[src/rtl/button_conditioner.sv]
// -----------------------------------------------------------------------------
// button_conditioner
//
// Board-side front end for the alarm-clock push-button PIO. Each raw, bouncing
// KEY pin is synchronized into clk_clk, then debounced by a small per-channel
// FSM. The accepted level drives the PIO input; one-cycle press/release strobes
// serve local logic such as alarm snooze.
//
// Optional feature, enabled by defining BUTTON_AUTOREPEAT_EN:
//   a held button re-issues btn_press after HOLD_CYCLES clocks, then every
//   REPEAT_CYCLES clocks while it stays down. Without the macro the hold
//   counter is not built and exactly one btn_press is emitted per press.
//
// Channels are fully independent; every flop clears asynchronously on
// reset_reset.
// -----------------------------------------------------------------------------
module button_conditioner #(
    parameter int NUM_BTN         = 2,
    parameter int ACTIVE_LOW      = 1,
    parameter int SYNC_STAGES     = 2,
    parameter int DEBOUNCE_CYCLES = 1000000,
    parameter int HOLD_CYCLES     = 25000000,
    parameter int REPEAT_CYCLES   = 10000000
) (
    input  logic               clk_clk,
    input  logic               reset_reset,
    input  logic [NUM_BTN-1:0] btn_raw,
    output logic [NUM_BTN-1:0] btn_level,
    output logic [NUM_BTN-1:0] btn_press,
    output logic [NUM_BTN-1:0] btn_release
);

    // -------------------------------------------------------------------------
    // Elaboration-time parameter guards
    // -------------------------------------------------------------------------
    if (SYNC_STAGES < 2 || SYNC_STAGES > 4) begin : g_bad_sync
        $error("button_conditioner: SYNC_STAGES must be in 2..4");
    end
    if (DEBOUNCE_CYCLES < 2) begin : g_bad_debounce
        $error("button_conditioner: DEBOUNCE_CYCLES must be >= 2");
    end
    if (HOLD_CYCLES < 1 || REPEAT_CYCLES < 1) begin : g_bad_repeat
        $error("button_conditioner: HOLD_CYCLES and REPEAT_CYCLES must be >= 1");
    end

    // -------------------------------------------------------------------------
    // Shared constants and types
    // -------------------------------------------------------------------------
    // Pin value of a released button; the synchronizer resets to this so that
    // reset never looks like a press on its own.
    localparam logic RELEASED = (ACTIVE_LOW != 0);

    // Debounce counter: wide enough to hold DEBOUNCE_CYCLES.
    localparam int            CW       = $clog2(DEBOUNCE_CYCLES + 1);
    localparam logic [CW-1:0] CNT_ONE  = CW'(1);
    localparam logic [CW-1:0] CNT_LAST = CW'(DEBOUNCE_CYCLES - 1);

`ifdef BUTTON_AUTOREPEAT_EN
    // Hold counter: shared between the initial hold and the repeat period.
    localparam int            HOLD_MAX  = (HOLD_CYCLES > REPEAT_CYCLES) ? HOLD_CYCLES
                                                                         : REPEAT_CYCLES;
    localparam int            HW        = $clog2(HOLD_MAX + 1);
    localparam logic [HW-1:0] HOLD_LAST = HW'(HOLD_CYCLES - 1);
    localparam logic [HW-1:0] REP_LAST  = HW'(REPEAT_CYCLES - 1);
`endif

    // Debounce states. PEND_* states are waiting for the new level to stay
    // stable for DEBOUNCE_CYCLES clocks before it is accepted.
    typedef enum logic [1:0] {
        ST_UP      = 2'd0,
        ST_PEND_DN = 2'd1,
        ST_DOWN    = 2'd2,
        ST_PEND_UP = 2'd3
    } state_t;

    // -------------------------------------------------------------------------
    // Per-channel synchronizer + debounce FSM
    // -------------------------------------------------------------------------
    for (genvar i = 0; i < NUM_BTN; i++) begin : g_chan

        logic [SYNC_STAGES-1:0] sync_q;
        logic                   s;          // synchronized sample, 1 = pressed

        state_t        state_q, state_d;
        logic [CW-1:0] cnt_q,   cnt_d;
        logic          level_q, level_d;
        logic          press_q, press_d;
        logic          release_q, release_d;

`ifdef BUTTON_AUTOREPEAT_EN
        logic [HW-1:0] hold_q, hold_d;
        logic          rep_q,  rep_d;      // 0 = waiting out HOLD, 1 = repeating
        logic [HW-1:0] hold_last;
`endif

        // Shift the raw pin through SYNC_STAGES flops to tame metastability.
        always_ff @(posedge clk_clk or posedge reset_reset) begin
            // NOTE: sequential state is updated with non-blocking assignments so
            // every stage samples the previous value of its neighbour.
            if (reset_reset) begin
                sync_q <= {SYNC_STAGES{RELEASED}};
            end else begin
                sync_q <= {sync_q[SYNC_STAGES-2:0], btn_raw[i]};
            end
        end

        assign s = sync_q[SYNC_STAGES-1] ^ RELEASED;

`ifdef BUTTON_AUTOREPEAT_EN
        assign hold_last = rep_q ? REP_LAST : HOLD_LAST;
`endif

        // State register: FSM state, debounce counter and registered outputs.
        always_ff @(posedge clk_clk or posedge reset_reset) begin
            if (reset_reset) begin
                state_q   <= ST_UP;
                cnt_q     <= '0;
                level_q   <= 1'b0;
                press_q   <= 1'b0;
                release_q <= 1'b0;
`ifdef BUTTON_AUTOREPEAT_EN
                hold_q    <= '0;
                rep_q     <= 1'b0;
`endif
            end else begin
                state_q   <= state_d;
                cnt_q     <= cnt_d;
                level_q   <= level_d;
                press_q   <= press_d;
                release_q <= release_d;
`ifdef BUTTON_AUTOREPEAT_EN
                hold_q    <= hold_d;
                rep_q     <= rep_d;
`endif
            end
        end

        // Next-state logic: accept a level only after it has been stable for
        // DEBOUNCE_CYCLES consecutive samples; any bounce restarts the wait.
        always_comb begin
            // NOTE: every variable gets a default here so no path leaves one
            // unassigned, which would otherwise infer a latch.
            state_d   = state_q;
            cnt_d     = cnt_q;
            level_d   = level_q;
            press_d   = 1'b0;
            release_d = 1'b0;
`ifdef BUTTON_AUTOREPEAT_EN
            hold_d    = hold_q;
            rep_d     = rep_q;
`endif

            unique case (state_q)
                ST_UP: begin
                    if (s) begin
                        state_d = ST_PEND_DN;
                        cnt_d   = CNT_ONE;
                    end
                end

                ST_PEND_DN: begin
                    if (!s) begin
                        // Glitch: drop back without any strobe.
                        state_d = ST_UP;
                        cnt_d   = '0;
                    end else if (cnt_q == CNT_LAST) begin
                        state_d = ST_DOWN;
                        cnt_d   = '0;
                        level_d = 1'b1;
                        press_d = 1'b1;
`ifdef BUTTON_AUTOREPEAT_EN
                        // Hold time is measured from this press strobe.
                        hold_d  = '0;
                        rep_d   = 1'b0;
`endif
                    end else begin
                        // Transition fires at CNT_LAST, so the count never
                        // passes it and cannot wrap.
                        cnt_d   = cnt_q + CNT_ONE;
                    end
                end

                ST_DOWN: begin
                    if (!s) begin
                        // Hold counter is simply left alone: frozen while the
                        // release is being qualified.
                        state_d = ST_PEND_UP;
                        cnt_d   = CNT_ONE;
                    end
`ifdef BUTTON_AUTOREPEAT_EN
                    else if (hold_q == hold_last) begin
                        // Auto-repeat strobe; level is already 1.
                        press_d = 1'b1;
                        hold_d  = '0;
                        rep_d   = 1'b1;
                    end else begin
                        hold_d  = hold_q + HW'(1);
                    end
`endif
                end

                ST_PEND_UP: begin
                    if (s) begin
                        // Bounce while releasing: back to DOWN, hold resumes.
                        state_d = ST_DOWN;
                        cnt_d   = '0;
                    end else if (cnt_q == CNT_LAST) begin
                        state_d   = ST_UP;
                        cnt_d     = '0;
                        level_d   = 1'b0;
                        release_d = 1'b1;
`ifdef BUTTON_AUTOREPEAT_EN
                        hold_d    = '0;
                        rep_d     = 1'b0;
`endif
                    end else begin
                        cnt_d     = cnt_q + CNT_ONE;
                    end
                end

                default: begin
                    state_d = ST_UP;
                    cnt_d   = '0;
                end
            endcase
        end

        assign btn_level[i]   = level_q;
        assign btn_press[i]   = press_q;
        assign btn_release[i] = release_q;
    end

endmodule

[config.mk]
export PLATFORM = sky130hd
export DESIGN_NAME = button_conditioner
export DESIGN_NICKNAME = d
export VERILOG_FILES = /design/src/rtl/button_conditioner.sv
export SDC_FILE = /design/constraint.sdc
export NUM_CORES = 1
export LEC_CHECK = 0
export ABC_CLOCK_PERIOD_IN_PS = 2640
export CAP_MARGIN = 20
export CORE_MARGIN = 3
export CORE_UTILIZATION = 55
export DETAILED_ROUTE_END_ITERATION = 8
export GPL_ROUTABILITY_DRIVEN = 0
export GPL_TIMING_DRIVEN = 0
export MAX_ROUTING_LAYER = met4
export PLACE_DENSITY = 0.7
export REMOVE_ABC_BUFFERS = 1
export SLEW_MARGIN = 25
export SYNTH_ARGS = -nofsm -noshare
export SYNTH_HDL_FRONTEND = slang
export SYNTH_SLANG_ARGS = --single-unit
[constraint.sdc]
create_clock -name clk_clk -period 2.64 [get_ports clk_clk]
set_input_delay 0.396 -clock clk_clk [delete_from_list [all_inputs] [get_ports clk_clk]]
set_output_delay 0.396 -clock clk_clk [all_outputs]
set_load 0.05 [all_outputs]
==> summary.txt <==
status = finished clean
Yosys warnings = 0
# DRC = 0
Initial Util = 58.6%
GR Util All Layers = 20.5%
total leakage power = 1.23 nW
Register Area = 1360 µm²
Total Wirelength = 5.63 mm
wire per inst = 15.3 µm
area of the multi-input gates = 1350 µm²
# resized after CTS = 0
sum of negative setup slack = 0 ns
drt first-iter violations = 119
worst clock skew = 0.00863 ns
CP max FO = 27
vias per cell = 6.02
Fin. Hold Viols = 0
first-pass GRT wire length = 9.89 mm
Non-Filler Instances = 369
placed cell area = 2900 µm²
H-tree depth = 2
syn_area_per_cell = 9.40 µm²
hold_buf cts = 0
GR Overflow Total = 0
Final Critical Period = 2.36 ns
Inst Count DP = 362
Startpoint Class = flip-flop
synthesized cell area = 2860 µm²
setup slack, reg-to-reg = 0.28 ns
period utilization = 89.3%
synth unique cells = 43
Mapped Cells = 304
Slew headroom = 38.7%
antenna cells = 0
Crit-path slowest cell = or4b_1
port bufs = 9
crit-path max cell delay = 0.58 ns
Max clock buf depth = 2
TritonCTS Buffers = 5
synthesis-to-layout area growth = 4.82%
crit path cell chain = or4b_1 > nor4_2 > a21oi_4 > a21o_1 > a22o_1
Post-CTS Setup Bufs = 0
std cell rows = 25
layout cell share with drive strength beyond 1 = 7.28%
final antenna-violating net count = 0
vias in the first global route = 2063
Worst Hold Class = flip-flop to flip-flop
die footprint = 6100 µm²
P per Cell Area = 628 nW/µm²
total of max-cap violations = 0
Seq/Total Area, Yosys = 47.5%
synthesis-stage register bit count = 54
Post-DP HPWL = 3.66 mm
Layout Nets = 308
RSZ-0062 raised after global routing = false
CP required = 2.84 ns
via count = 2222
I/O Pins = 10
Final Slew Violations = 0
largest net degree at the start of global routing = 55
Peak VDD IR = 0.000314 V
WP data arrival = 2.56 ns
cell area after layout = 3000 µm²
Max Freq = 424 MHz
initial antenna violation count = 0
Clock Pin Slew Worst Setup and Hold Paths = 0.10 ns
clock latency on the worst-skew pair = 0.31 ns
root buffer cell = clkbuf_8
critical path class = flip-flop to flip-flop
fillers = 423
die width = 78.1 µm
CTS tree = yes
Setup-failing EPs final = 0
drt pass-1 iters = 4
measured slew at the worst slew-check pin = 0.916 ns
Placeable Area = 4880 µm²
Die Span Y = 78.1 µm
Setup crit end kind = flip-flop
Sink Count = 54
-- synthesized netlist by cell type --
library cell | n | area, µm²
or4b_1 | 2 | 20.0
buf_4 | 6 | 45.0
or2b_1 | 3 | 22.5
and3_1 | 7 | 43.8
mux2i_1 | 4 | 40.0
a31oi_1 | 17 | 106
or3_1 | 2 | 12.5
or4_2 | 1 | 8.76
nor4_1 | 3 | 18.8
a31o_2 | 1 | 8.76
buf_2 | 2 | 10.0
nand2b_1 | 5 | 31.3
ha_1 | 2 | 25.0
and2_1 | 4 | 25.0
o31ai_1 | 1 | 7.51
clkbuf_1 | 4 | 15.0
buf_6 | 6 | 67.6
a41oi_1 | 2 | 17.5
dfrtp_1 | 50 | 1250
a21o_1 | 7 | 52.6
o211ai_1 | 2 | 15.0
a21oi_1 | 24 | 120
dfstp_2 | 4 | 105
o2bb2ai_1 | 1 | 8.76
nor4_4 | 1 | 21.3
nor2_1 | 16 | 60.1
nor3_1 | 9 | 45.0
nand4_1 | 10 | 62.6
nor2b_1 | 1 | 6.26
xor2_1 | 4 | 35.0
xnor2_1 | 2 | 17.5
a21oi_2 | 2 | 17.5
a22o_1 | 8 | 70.1
o21ai_0 | 10 | 50.1
or2_2 | 2 | 12.5
inv_1 | 9 | 33.8
nand2_1 | 32 | 120
nand3_1 | 28 | 140
o22ai_1 | 3 | 18.8
nor4_2 | 2 | 25.0
or4b_4 | 1 | 13.8
o21a_1 | 2 | 15.0
or4_1 | 2 | 15.0
-- layout make-up --
class	count	share of cell area, %
sequential	54	45.3
timing repair buffer	9	3.01
multi-input combinational	223	44.9
inverter	9	1.21
clock buffer	5	2.30
clock inverter	2	0.501
tap	67	2.80
-- power breakdown --
group	switching, mW	total (mW)	internal, mW
logic	0.281	0.443	0.162
registers	0.0912	0.984	0.893
clock network	0.272	0.454	0.182
-- worst max-delay path, delay by kind of cell, from the launching register on --
| kind | cells | cell delay, ns |
|---|---|---|
| compound gates | 3 | 0.72 |
| flops | 1 | 0.48 |
| simple gates | 2 | 1.04 |
-- cell families after synthesis --
logic type / Yosys count / synth area share (%)
buf+inv: 27 / 6.00
simple gates: 131 / 24.6
xor+xnor: 6 / 1.84
flops: 54 / 47.5
fa+ha+maj: 2 / 0.876
compound gates: 80 / 17.8
mux: 4 / 1.40
-- final timing paths --
check                                      end                start  depth (start not counted)
max                        g_chan[0].cnt_q[15]   g_chan[0].cnt_q[7]                          5
max in group asynchronous  g_chan[0].cnt_q[11]          reset_reset                          2
min reg2reg                g_chan[0].sync_q[1]  g_chan[0].sync_q[0]                          0
min in group asynchronous    g_chan[0].press_q          reset_reset                          2
max reg2reg                g_chan[0].cnt_q[15]   g_chan[0].cnt_q[7]                          5
min                        g_chan[0].sync_q[1]  g_chan[0].sync_q[0]                          0
-- metal layers --
| metal | share of wire, % | wire [µm] | track usage [%] |
|---|---|---|---|
| met5 | 0 | 0 | - |
| met4 | 0.85 | 48 | 5.42 |
| met3 | 3.1 | 177 | 3.10 |
| met2 | 44 | 2480 | 29.7 |
| met1 | 52 | 2920 | 30.5 |
-- state kept, by name (all words and copies together) (netlist names), named ones only --
| signal | cells |
|---|---|
| g_chan.sync_q | 4 |
| g_chan.level_q | 2 |
| g_chan.cnt_q | 40 |
| g_chan.release_q | 2 |
| g_chan.state_q | 2 |
| g_chan.press_q | 2 |
-- placed cells by master, fill, tap and decap left out, drive strengths merged --
master / n
a31o: 1
nor2b: 1
a41oi: 2
nand4: 10
o31ai: 1
and2: 4
a21o: 7
dfstp: 4
clkdlybuf4s50: 9
o2bb2ai: 1
or2: 2
o21a: 2
or3: 2
a22o: 8
o211ai: 2
or2b: 3
inv: 9
and3: 7
nand2b: 5
o21ai: 10
nor4: 6
dfrtp: 50
nand2: 32
clkbuf: 5
xnor2: 2
nand3: 28
nor3: 9
xor2: 4
nor2: 16
or4b: 3
clkinvlp: 2
a31oi: 17
o22ai: 3
or4: 3
a21oi: 26
ha: 2
mux2i: 4
-- through the flow --
| step | total power, mW | utilization, % | hold WS [ns] | worst slack, ns |
|---|---|---|---|---|
| floorplan | 1.31 | - | 0.345 | 0.521 |
| global placement | 1.42 | 59.3 | 0.346 | -0.0973 |
| detailed placement | 1.43 | 59.5 | 0.347 | 0.296 |
| CTS | 1.89 | 61.2 | 0.361 | 0.288 |
| global route | 2.01 | 61.4 | 0.365 | 0.106 |
| finish | 1.88 | 61.4 | 0.360 | 0.282 |
No activity file was read; power rests on OpenSTA's default activity.
